[src/rtl/div_detector_pkg.sv]
// Shared types and default sizing for the divided-clock detector.
package div_detector_pkg;

  // Default sizing: 7-bit divider, 8-bit half-period counter, 4 matches to lock.
  localparam int DIV_W_DEF      = 7;
  localparam int CNT_W_DEF      = 8;
  localparam int LOCK_COUNT_DEF = 4;

  // Counter saturation value (timeout) and largest legal half-period.
  localparam int CNT_MAX = (2 ** CNT_W_DEF) - 1;
  localparam int H_MAX   = 2 ** DIV_W_DEF;

  typedef enum logic [1:0] {
    S_IDLE,
    S_FIRST,
    S_TRACK,
    S_LOCKED
  } state_t;

endpackage

[src/rtl/sync_edge_det.sv]
// Two-flop synchronizer for an asynchronous square wave, plus one delay flop
// so that any change of the synchronized level yields a single-cycle pulse.
module sync_edge_det
  import div_detector_pkg::*;
(
  input  logic clk,
  input  logic rst,
  input  logic sig_in,
  output logic edge_pulse
);

  logic s1_q, s1_d;
  logic s2_q, s2_d;
  logic dly_q, dly_d;

  // Shift the input through the synchronizer and delay stages.
  always_comb begin
    s1_d  = sig_in;
    s2_d  = s1_q;
    dly_d = s2_q;
  end

  // Synchronizer and delay registers, cleared on reset.
  always_ff @(posedge clk) begin
    if (rst) begin
      s1_q  <= 1'b0;
      s2_q  <= 1'b0;
      dly_q <= 1'b0;
    end else begin
      s1_q  <= s1_d;
      s2_q  <= s2_d;
      dly_q <= dly_d;
    end
  end

  // Both rising and falling transitions count as an edge.
  assign edge_pulse = s2_q ^ dly_q;

endmodule

[src/rtl/div_detector.sv]
// Measures the half-period of a toggling input in clk cycles and recovers the
// divider setting (half-period - 1), with lock, timeout and range reporting
// and a valid/ack handshake for the recovered value.
module div_detector
  import div_detector_pkg::*;
#(
  parameter int DIV_W      = DIV_W_DEF,
  parameter int CNT_W      = CNT_W_DEF,
  parameter int LOCK_COUNT = LOCK_COUNT_DEF
) (
  input  logic             clk,
  input  logic             rst,
  input  logic             sig_in,
  input  logic             meas_ack,
  output logic [DIV_W-1:0] div_out,
  output logic             meas_valid,
  output logic             overrun,
  output logic             locked,
  output logic             no_signal,
  output logic             range_err
);

  localparam logic [CNT_W-1:0] CNT_LIMIT = '1;
  localparam logic [CNT_W-1:0] H_LIMIT   = CNT_W'(2 ** DIV_W);
  localparam int               MATCH_W   = $clog2(LOCK_COUNT + 1);

  logic               sig_edge;
  logic               timeout;
  logic               h_in_range;
  logic               lock_event;
  logic [MATCH_W-1:0] match_inc;

  state_t             state_q, state_d;
  logic [CNT_W-1:0]   cnt_q, cnt_d;
  logic [CNT_W-1:0]   ref_q, ref_d;
  logic [MATCH_W-1:0] match_q, match_d;
  logic               locked_q, locked_d;
  logic               no_signal_q, no_signal_d;
  logic               range_err_q, range_err_d;
  logic [DIV_W-1:0]   div_q, div_d;
  logic               valid_q, valid_d;
  logic               overrun_q, overrun_d;

  sync_edge_det u_sync (
    .clk        (clk),
    .rst        (rst),
    .sig_in     (sig_in),
    .edge_pulse (sig_edge)
  );

  // cnt_q on an edge is the captured half-period H (cycles since last edge).
  assign h_in_range = (cnt_q <= H_LIMIT);
  assign match_inc  = match_q + 1'b1;
  assign timeout    = (state_q != S_IDLE) && !sig_edge && (cnt_q == CNT_LIMIT);

  // Half-period counter: restart at 1 on each edge, otherwise count up and saturate.
  always_comb begin
    cnt_d = cnt_q;
    if (sig_edge) begin
      cnt_d = CNT_W'(1);
    end else if (cnt_q != CNT_LIMIT) begin
      cnt_d = cnt_q + 1'b1;
    end
  end

  // Lock FSM: discard the first partial interval, then count matching half-periods.
  always_comb begin
    state_d     = state_q;
    ref_d       = ref_q;
    match_d     = match_q;
    locked_d    = locked_q;
    no_signal_d = no_signal_q;
    range_err_d = range_err_q;
    lock_event  = 1'b0;

    case (state_q)
      S_IDLE: begin
        if (sig_edge) begin
          state_d     = S_FIRST;
          no_signal_d = 1'b0;
        end
      end
      S_FIRST: begin
        if (sig_edge) begin
          ref_d   = cnt_q;
          match_d = MATCH_W'(1);
          state_d = S_TRACK;
        end
      end
      S_TRACK: begin
        if (sig_edge) begin
          if ((cnt_q == ref_q) && h_in_range) begin
            match_d = match_inc;
            if (match_inc == MATCH_W'(LOCK_COUNT)) begin
              state_d    = S_LOCKED;
              locked_d   = 1'b1;
              lock_event = 1'b1;
            end
          end else begin
            ref_d   = cnt_q;
            match_d = MATCH_W'(1);
          end
        end
      end
      S_LOCKED: begin
        if (sig_edge && (cnt_q != ref_q)) begin
          locked_d = 1'b0;
          ref_d    = cnt_q;
          match_d  = MATCH_W'(1);
          state_d  = S_TRACK;
        end
      end
      default: begin
        state_d = S_IDLE;
      end
    endcase

    // Every measured half-period refreshes the range flag; the idle partial one does not.
    if (sig_edge && (state_q != S_IDLE)) begin
      range_err_d = !h_in_range;
    end

    // Lost signal: fall back to idle but keep the last recovered value.
    if (timeout) begin
      state_d     = S_IDLE;
      locked_d    = 1'b0;
      no_signal_d = 1'b1;
    end
  end

  // Result handshake: a fresh lock beats a simultaneous ack; unacked overwrite is flagged.
  always_comb begin
    div_d     = div_q;
    valid_d   = valid_q;
    overrun_d = overrun_q;
    if (lock_event) begin
      div_d   = DIV_W'(cnt_q - CNT_W'(1));
      valid_d = 1'b1;
      if (valid_q && !meas_ack) begin
        overrun_d = 1'b1;
      end
    end else if (valid_q && meas_ack) begin
      valid_d   = 1'b0;
      overrun_d = 1'b0;
    end
  end

  // State registers with synchronous reset; reset abandons any partial measurement.
  always_ff @(posedge clk) begin
    if (rst) begin
      state_q     <= S_IDLE;
      cnt_q       <= '0;
      ref_q       <= '0;
      match_q     <= '0;
      locked_q    <= 1'b0;
      no_signal_q <= 1'b1;
      range_err_q <= 1'b0;
      div_q       <= '0;
      valid_q     <= 1'b0;
      overrun_q   <= 1'b0;
    end else begin
      state_q     <= state_d;
      cnt_q       <= cnt_d;
      ref_q       <= ref_d;
      match_q     <= match_d;
      locked_q    <= locked_d;
      no_signal_q <= no_signal_d;
      range_err_q <= range_err_d;
      div_q       <= div_d;
      valid_q     <= valid_d;
      overrun_q   <= overrun_d;
    end
  end

  assign div_out    = div_q;
  assign meas_valid = valid_q;
  assign overrun    = overrun_q;
  assign locked     = locked_q;
  assign no_signal  = no_signal_q;
  assign range_err  = range_err_q;

endmodule

[config.mk]
export PLATFORM = sky130hd
export DESIGN_NAME = div_detector
export DESIGN_NICKNAME = d
export VERILOG_FILES = /design/src/rtl/div_detector_pkg.sv /design/src/rtl/sync_edge_det.sv /design/src/rtl/div_detector.sv
export SDC_FILE = /design/constraint.sdc
export NUM_CORES = 1
export LEC_CHECK = 0
export BUFFER_PORTS_ARGS = -buffer_cell sky130_fd_sc_hd__buf_2
export CORE_MARGIN = 2
export CORE_UTILIZATION = 53
export DETAILED_ROUTE_END_ITERATION = 8
export HOLD_SLACK_MARGIN = 0.08
export PLACE_DENSITY_LB_ADDON = 0.2
export SYNTH_ARGS = -nofsm -noshare
export SYNTH_HDL_FRONTEND = slang
export SYNTH_HIERARCHICAL = 1
export SYNTH_SLANG_ARGS = --single-unit
export TNS_END_PERCENT = 100
[constraint.sdc]
create_clock -name clk -period 2 [get_ports clk]
set_clock_uncertainty 0.05 [all_clocks]
set_input_delay 0.1 -clock clk [delete_from_list [all_inputs] [get_ports clk]]
set_output_delay 0.1 -clock clk [all_outputs]
set_load 0.03 [all_outputs]
==> Word-level counts from Yosys, hierarchy flattened <==
Cells that the tools add are included.
Widths: inputs -> output; s select.
{ "word_totals": {"regBits": 36, "in_bits": 4, "output_inout_bits": 12, "wordCells": 91} }
{ "op_classes": {"addsub": 3, "n_lt_le_gt_ge": 1, "eq_ne": 16, "muxes": 32, "bitwise": 1, "reduce_logical": 24} }
{ "ops": {"columns": ["op", "n"], "rows": [
  ["$mux 8", 4],
  ["$pmux 8 s3", 1],
  ["$mux 1", 14],
  ["$ne 2x2->1 const B", 7],
  ["$mux 2", 6],
  ["$mux 3", 4],
  ["$reduce_and 5->1", 2],
  ["$pmux 3 s3", 1],
  ["$add 8x1->8 const B", 1],
  ["$eq 8x8->1", 1],
  ["$eq 8x8->1 const B", 1],
  ["$le 8x8->1 const B", 1],
  ["$ne 8x8->1", 1],
  ["$ne 8x8->1 const B", 1],
  ["$pmux 2 s4", 1],
  ["$reduce_bool 2->1", 4],
  ["$logic_and 1x1->1", 7],
  ["$sub 7x1->7 const B", 1],
  ["$reduce_and 6->1", 1],
  ["$eq 2x2->1 const B", 2],
  ["$reduce_and 2->1", 2],
  ["$reduce_and 4->1", 1],
  ["$reduce_or 2->1", 2],
  ["$add 3x1->3 const B", 1],
  ["8 further kinds", 10]
]} }

==> Longest topological paths before layout <==
{ "depth": {"ltp_word": 8, "depth_mapped": 8, "mapped_depth_nobuf": 6} }

==> Hierarchy <==
Netlist, hierarchy kept.
{ "modules_own_cells": {"columns": ["module", "n_inst", "cells_each", "area_per_inst_um2", "seq_area_each_um2"], "rows": [
  ["div_detector", 1, 201, 1769.2, 660.6],
  ["sync_edge_det", 1, 7, 87.6, 60.1]
]} }

==> Least setup slack after synthesis <==
No wires, ideal clock.
{ "synth_path": {"path_type": "flip-flop to flip-flop", "start": "register cnt_q[0]", "end": "register ref_q[0]", "arrival_time_ns": 1.727, "t_required_ns": 1.878, "setup_slack_ns": 0.151, "stages_incl_launch_ff": 8, "period_less_slack_ns": 1.849, "cell_sequence": "dfxtp_1 > buf_2 > inv_1 > ha_1 > a41o_1 > or2_4 > a31oi_4 > mux2i_1"} }
{ "synth_between": {"elab_chain_len": 4, "word_cells_on_any_way": 13, "cone_classes": "order compare: 1; eq/ne: 4; mux: 5; reduce/logical: 3"} }
{ "synth_lines": {"columns": ["item", "line", "text"], "rows": [
  ["start: declaration", "div_detector.sv:34", "logic [CNT_W-1:0] cnt_q, cnt_d;"],
  ["start signal: assignment", "div_detector.sv:163", "cnt_q <= cnt_d;"],
  ["$le 8x8->1 (tied with other cells)", "div_detector.sv:52", "assign h_in_range = (cnt_q <= H_LIMIT);"],
  ["$logic_and 1x1->1, on equally long branches", "div_detector.sv:92, div_detector.sv:106", null],
  ["$ne 2x2->1 (no source line)", null, null],
  ["$reduce_and 5->1 (no source line)", null, null],
  ["end signal: assignment", "div_detector.sv:164", "ref_q <= ref_d;"],
  ["end: declaration", "div_detector.sv:35", "logic [CNT_W-1:0] ref_q, ref_d;"]
]} }
Parallel ways exist; a longest one is shown, timed or not. The select of a mux whose other input is x is not followed.
A chain may end at the register's enable or synchronous reset.

==> Worst setup path in the final report <==
{ "layout_path": {"start": "register cnt_q[1]", "end": "register ref_q[3]"} }
{ "layout_between": {"elab_chain_len": 4, "word_cells_on_any_way": 8, "cone_classes": "order compare: 1; eq/ne: 4; reduce/logical: 3"} }
{ "layout_lines": {"columns": ["item", "line"], "rows": [
  ["$le 8x8->1 (tied with other cells)", "div_detector.sv:52"],
  ["$logic_and 1x1->1, on equally long branches", "div_detector.sv:92, div_detector.sv:106"],
  ["$ne 2x2->1 (no source line)", null],
  ["$reduce_and 5->1 (no source line) (*)", null]
]} }
Every way passes the cells marked *; elsewhere a longest branch is shown, timed or not.

==> impl_metrics.json <==
{
  "outcome": "complete, no violations",
  "final_area_um2": 2130,
  "worstPathRequired_ns": 2.22,
  "setup_viol": 0,
  "cts_tree": "done",
  "cts_sinks": 36,
  "drt_iter0_drc": 42,
  "postRouteAntennaNets": 0,
  "drt_wl_total_mm": 3.72,
  "layout.nets": 237,
  "cp-start-kind": "register",
  "fin_cells": 275,
  "max_slew.worst_pin.slew_ns": 0.694,
  "row_count": 21,
  "p_per_area_nw_per_um2": 682,
  "die-area_um2": 3990,
  "drv_cap": 0,
  "clock_path_buffers": 2,
  "num_antenna_cells": 0,
  "synth-seq-cells": 36,
  "io_buffers": 15,
  "fmax_mhz": 526,
  "hp-start": "rst",
  "place_area_um2": 1970,
  "finalHoldViolCount": 0,
  "path_max_fanout": 8,
  "synth_cell_type_count": 42,
  "p_leak_nw": 0.812,
  "min_period_over_period_pct": 95.1,
  "vias": 1467,
  "dp.cells": 264,
  "slew_headroom_pct": 53.2,
  "ys_seq_area_share_pct": 38.8,
  "clk_latency_ns": 0.34,
  "fin_crit_ns": 1.90,
  "setup_tns_ns": 0,
  "synth_top_area_share_pct": 38.8,
  "min_to": "div_out[5]$_SDFFE_PP0P_",
  "syn_avg_cell_area_um2": 8.93,
  "syn_nets": 217,
  "critPathKind": "register to register",
  "r2r_setup_slack_ns": 0.1,
  "r2r-start": "cnt_q[1]$_SDFFE_PP0P_",
  "fillers": 313,
  "synth_largest_area_cell": "dfxtp_1",
  "cts_max_level": 2,
  "peakVddDrop_uv": 509,
  "synthesis.instances": 208,
  "syn_to_final_growth_pct": 14.9,
  "grt_pass1_vias": 1420,
  "via_per_inst": 5.33,
  "routabilityCongestion": 0.896,
  "initial_core_util_pct": 55.2,
  "cts.clk_slew.worst_paths_ns": 0.10,
  "dp_hpwl_mm": 2.72,
  "grt_usage_pct": 20.5,
  "layout-drive-gt1-share_pct": 22.7,
  "yosys-top-cells-area": "dfxtp_1, mux2i_1, xnor2_1, nand2_1, nor2_1",
  "grt_max_degree": 23,
  "io_pins": 16,
  "die_y_um": 63.2,
  "holdPathStages": 2,
  "grt_pass1_wl_mm": 6.43,
  "drc": 0,
  "arrival_ns": 2.13,
  "root_buffer": "clkbuf_4",
  "synth_warnings": 6,
  "antenna_found_initial": 0,
  "hold_class": "input pin to register",
  "dr.pass1.iters": 4,
  "r2r_cells": 7,
  "worstSetupEndpointType": "register",
  "netlist_area_um2": 1860,
  "die_w_um": 63.2,
  "final_max_slew_viol_count": 0,
  "overflow": 0,
  "numCtsBuffers": 5,
  "fin_worst_hold_slack_ns": 0.113,
  "coreArea_um2": 3360,
  "post_drt_wl_per_cell_um": 13.5,
  "r2r-end": "ref_q[3]$_SDFFE_PP0P_"
}
## sequential cells by signal, summed over array words and instances, names as in the netlist
| register | cells |
|---|---|
| cnt_q | 8 |
| ref_q | 8 |
| div_out | 7 |
| match_q | 3 |
| state_q | 2 |
| locked | 1 |
| meas_valid | 1 |
| no_signal | 1 |
| overrun | 1 |
| range_err | 1 |
| u_sync/dly_d | 1 |
| u_sync/dly_q | 1 |
| u_sync/s1_q | 1 |
## repair_timing
action,in CTS,in global routing
endpoints found under the setup margin,2,18
gates resized for setup,0,7
buffers inserted,0,1
hold buffers,2,0
hold endpoints to repair,3,0
pin swaps,1,3
## cells by family (layout without fill, tap and decap cells)
| family | Yosys count | in the layout | share of synthesized area, % |
|---|---|---|---|
| buffers and inverters | 25 | 46 | 7.68 |
| muxes | 14 | 14 | 7.55 |
| and+or+nand+nor | 82 | 82 | 23.2 |
| xor gates and xnor gates | 18 | 18 | 8.49 |
| adders and majority gates | 5 | 5 | 3.37 |
| AOI/OAI and AO/OA | 28 | 28 | 10.8 |
| DFF | 36 | 36 | 38.8 |
## cells in the mapped netlist
library cell / n
and3_1: 1
a31oi_4: 1
o211ai_1: 3
nand3_1: 6
nor2_1: 24
nand2b_1: 1
nand4_1: 3
inv_1: 9
mux2i_1: 14
nor3_2: 1
nor3_1: 1
xnor2_1: 13
ha_1: 5
or2_4: 1
o31a_1: 1
a41o_1: 2
buf_4: 2
o21ai_1: 3
nor3b_1: 2
a311oi_1: 2
o22ai_1: 1
nor4b_4: 1
buf_6: 5
nor2b_1: 4
inv_2: 1
or3_1: 2
buf_2: 3
nor4b_1: 1
nand4_2: 3
nand2_1: 26
a21oi_1: 6
dfxtp_1: 36
xor2_1: 5
a211oi_2: 1
a211oi_1: 1
nor4_1: 1
o2111ai_1: 1
clkbuf_1: 5
nor2_2: 3
o21ai_0: 5
and3_4: 1
a31oi_1: 1
## cell type report
cell class	instances	area (µm²)	area share [%]
clock buffer	7	65.1	3.05
clock inverter	1	30.0	1.41
inverter	10	37.5	1.76
multi-input combinational	147	1010	47.5
sequential	36	727	34.1
tap	46	57.6	2.70
timing repair buffer	28	203	9.50
## critical path, cell delays in order (launching register included)
cell and delay (ns):
dfxtp_1 0.48, inv_1 0.12, ha_1 0.20, a41o_1 0.22
or2_4 0.24, a31oi_4 0.19, buf_12 0.16, mux2i_1 0.19
## per-layer routing
metal  part of all wire [%]  routed length [µm]  global-route usage, %  vias to the layer above
met1                     47                1730                   24.7                      688
met3                    4.5                 166                   6.25                        9
li1                       -                   -                      -                      742
met2                     47                1730                   33.9                       28
met5                      0                   0                      0                        -
met4                    2.4                  88                   8.70                        0
## cell usage in the layout, fill, tap and decap left out, drive strengths merged
cell and count:
a211oi 2, o31a 1, clkbuf 7, nor4b 2, xnor2 13, xor2 5
inv 10, mux2i 14, ha 5, a311oi 2, o2111ai 1, dfxtp 36
nor4 1, buf 26, nor3 2, o211ai 3, a31oi 2, a21oi 6
nor2 27, nand2 26, nand3 6, or2 1, nand2b 1, a41o 2
or3 2, bufinv 1, o22ai 1, nor2b 4, o21ai 8, and3 2
nor3b 2, nand4 6, dlygate4sd3 2
## stage by stage
stage                     worst slack, ns  power [mW]  util (%)
after floorplan                     0.151       0.867         -
after global placement              0.117       0.894      58.6
after detailed placement           0.0232       0.897      58.6
after CTS                         0.00223        1.47      62.1
final                              0.0987        1.45      63.4
after global routing              -0.0227        1.52      63.4
## report_power, final
group	internal [mW]	switching [mW]
Clock	0.332	0.236
Combinational	0.0564	0.0845
Sequential	0.728	0.0177
## how the worst max path moves through the flow
stage,startpoint,end,slack (ns),depth (start not counted)
floorplan,cnt_q[0]$_SDFFE_PP0P_,ref_q[0]$_SDFFE_PP0P_,0.15,7
global placement,cnt_q[1]$_SDFFE_PP0P_,ref_q[1]$_SDFFE_PP0P_,0.12,6
detailed placement,cnt_q[0]$_SDFFE_PP0P_,ref_q[7]$_SDFFE_PP0P_,0.02,6
CTS,cnt_q[0]$_SDFFE_PP0P_,ref_q[7]$_SDFFE_PP0P_,0.002,6
global route,cnt_q[1]$_SDFFE_PP0P_,ref_q[6]$_SDFFE_PP0P_,-0.02,7
finish,cnt_q[1]$_SDFFE_PP0P_,ref_q[3]$_SDFFE_PP0P_,0.1,7
Power figures use the tool's default switching activity.
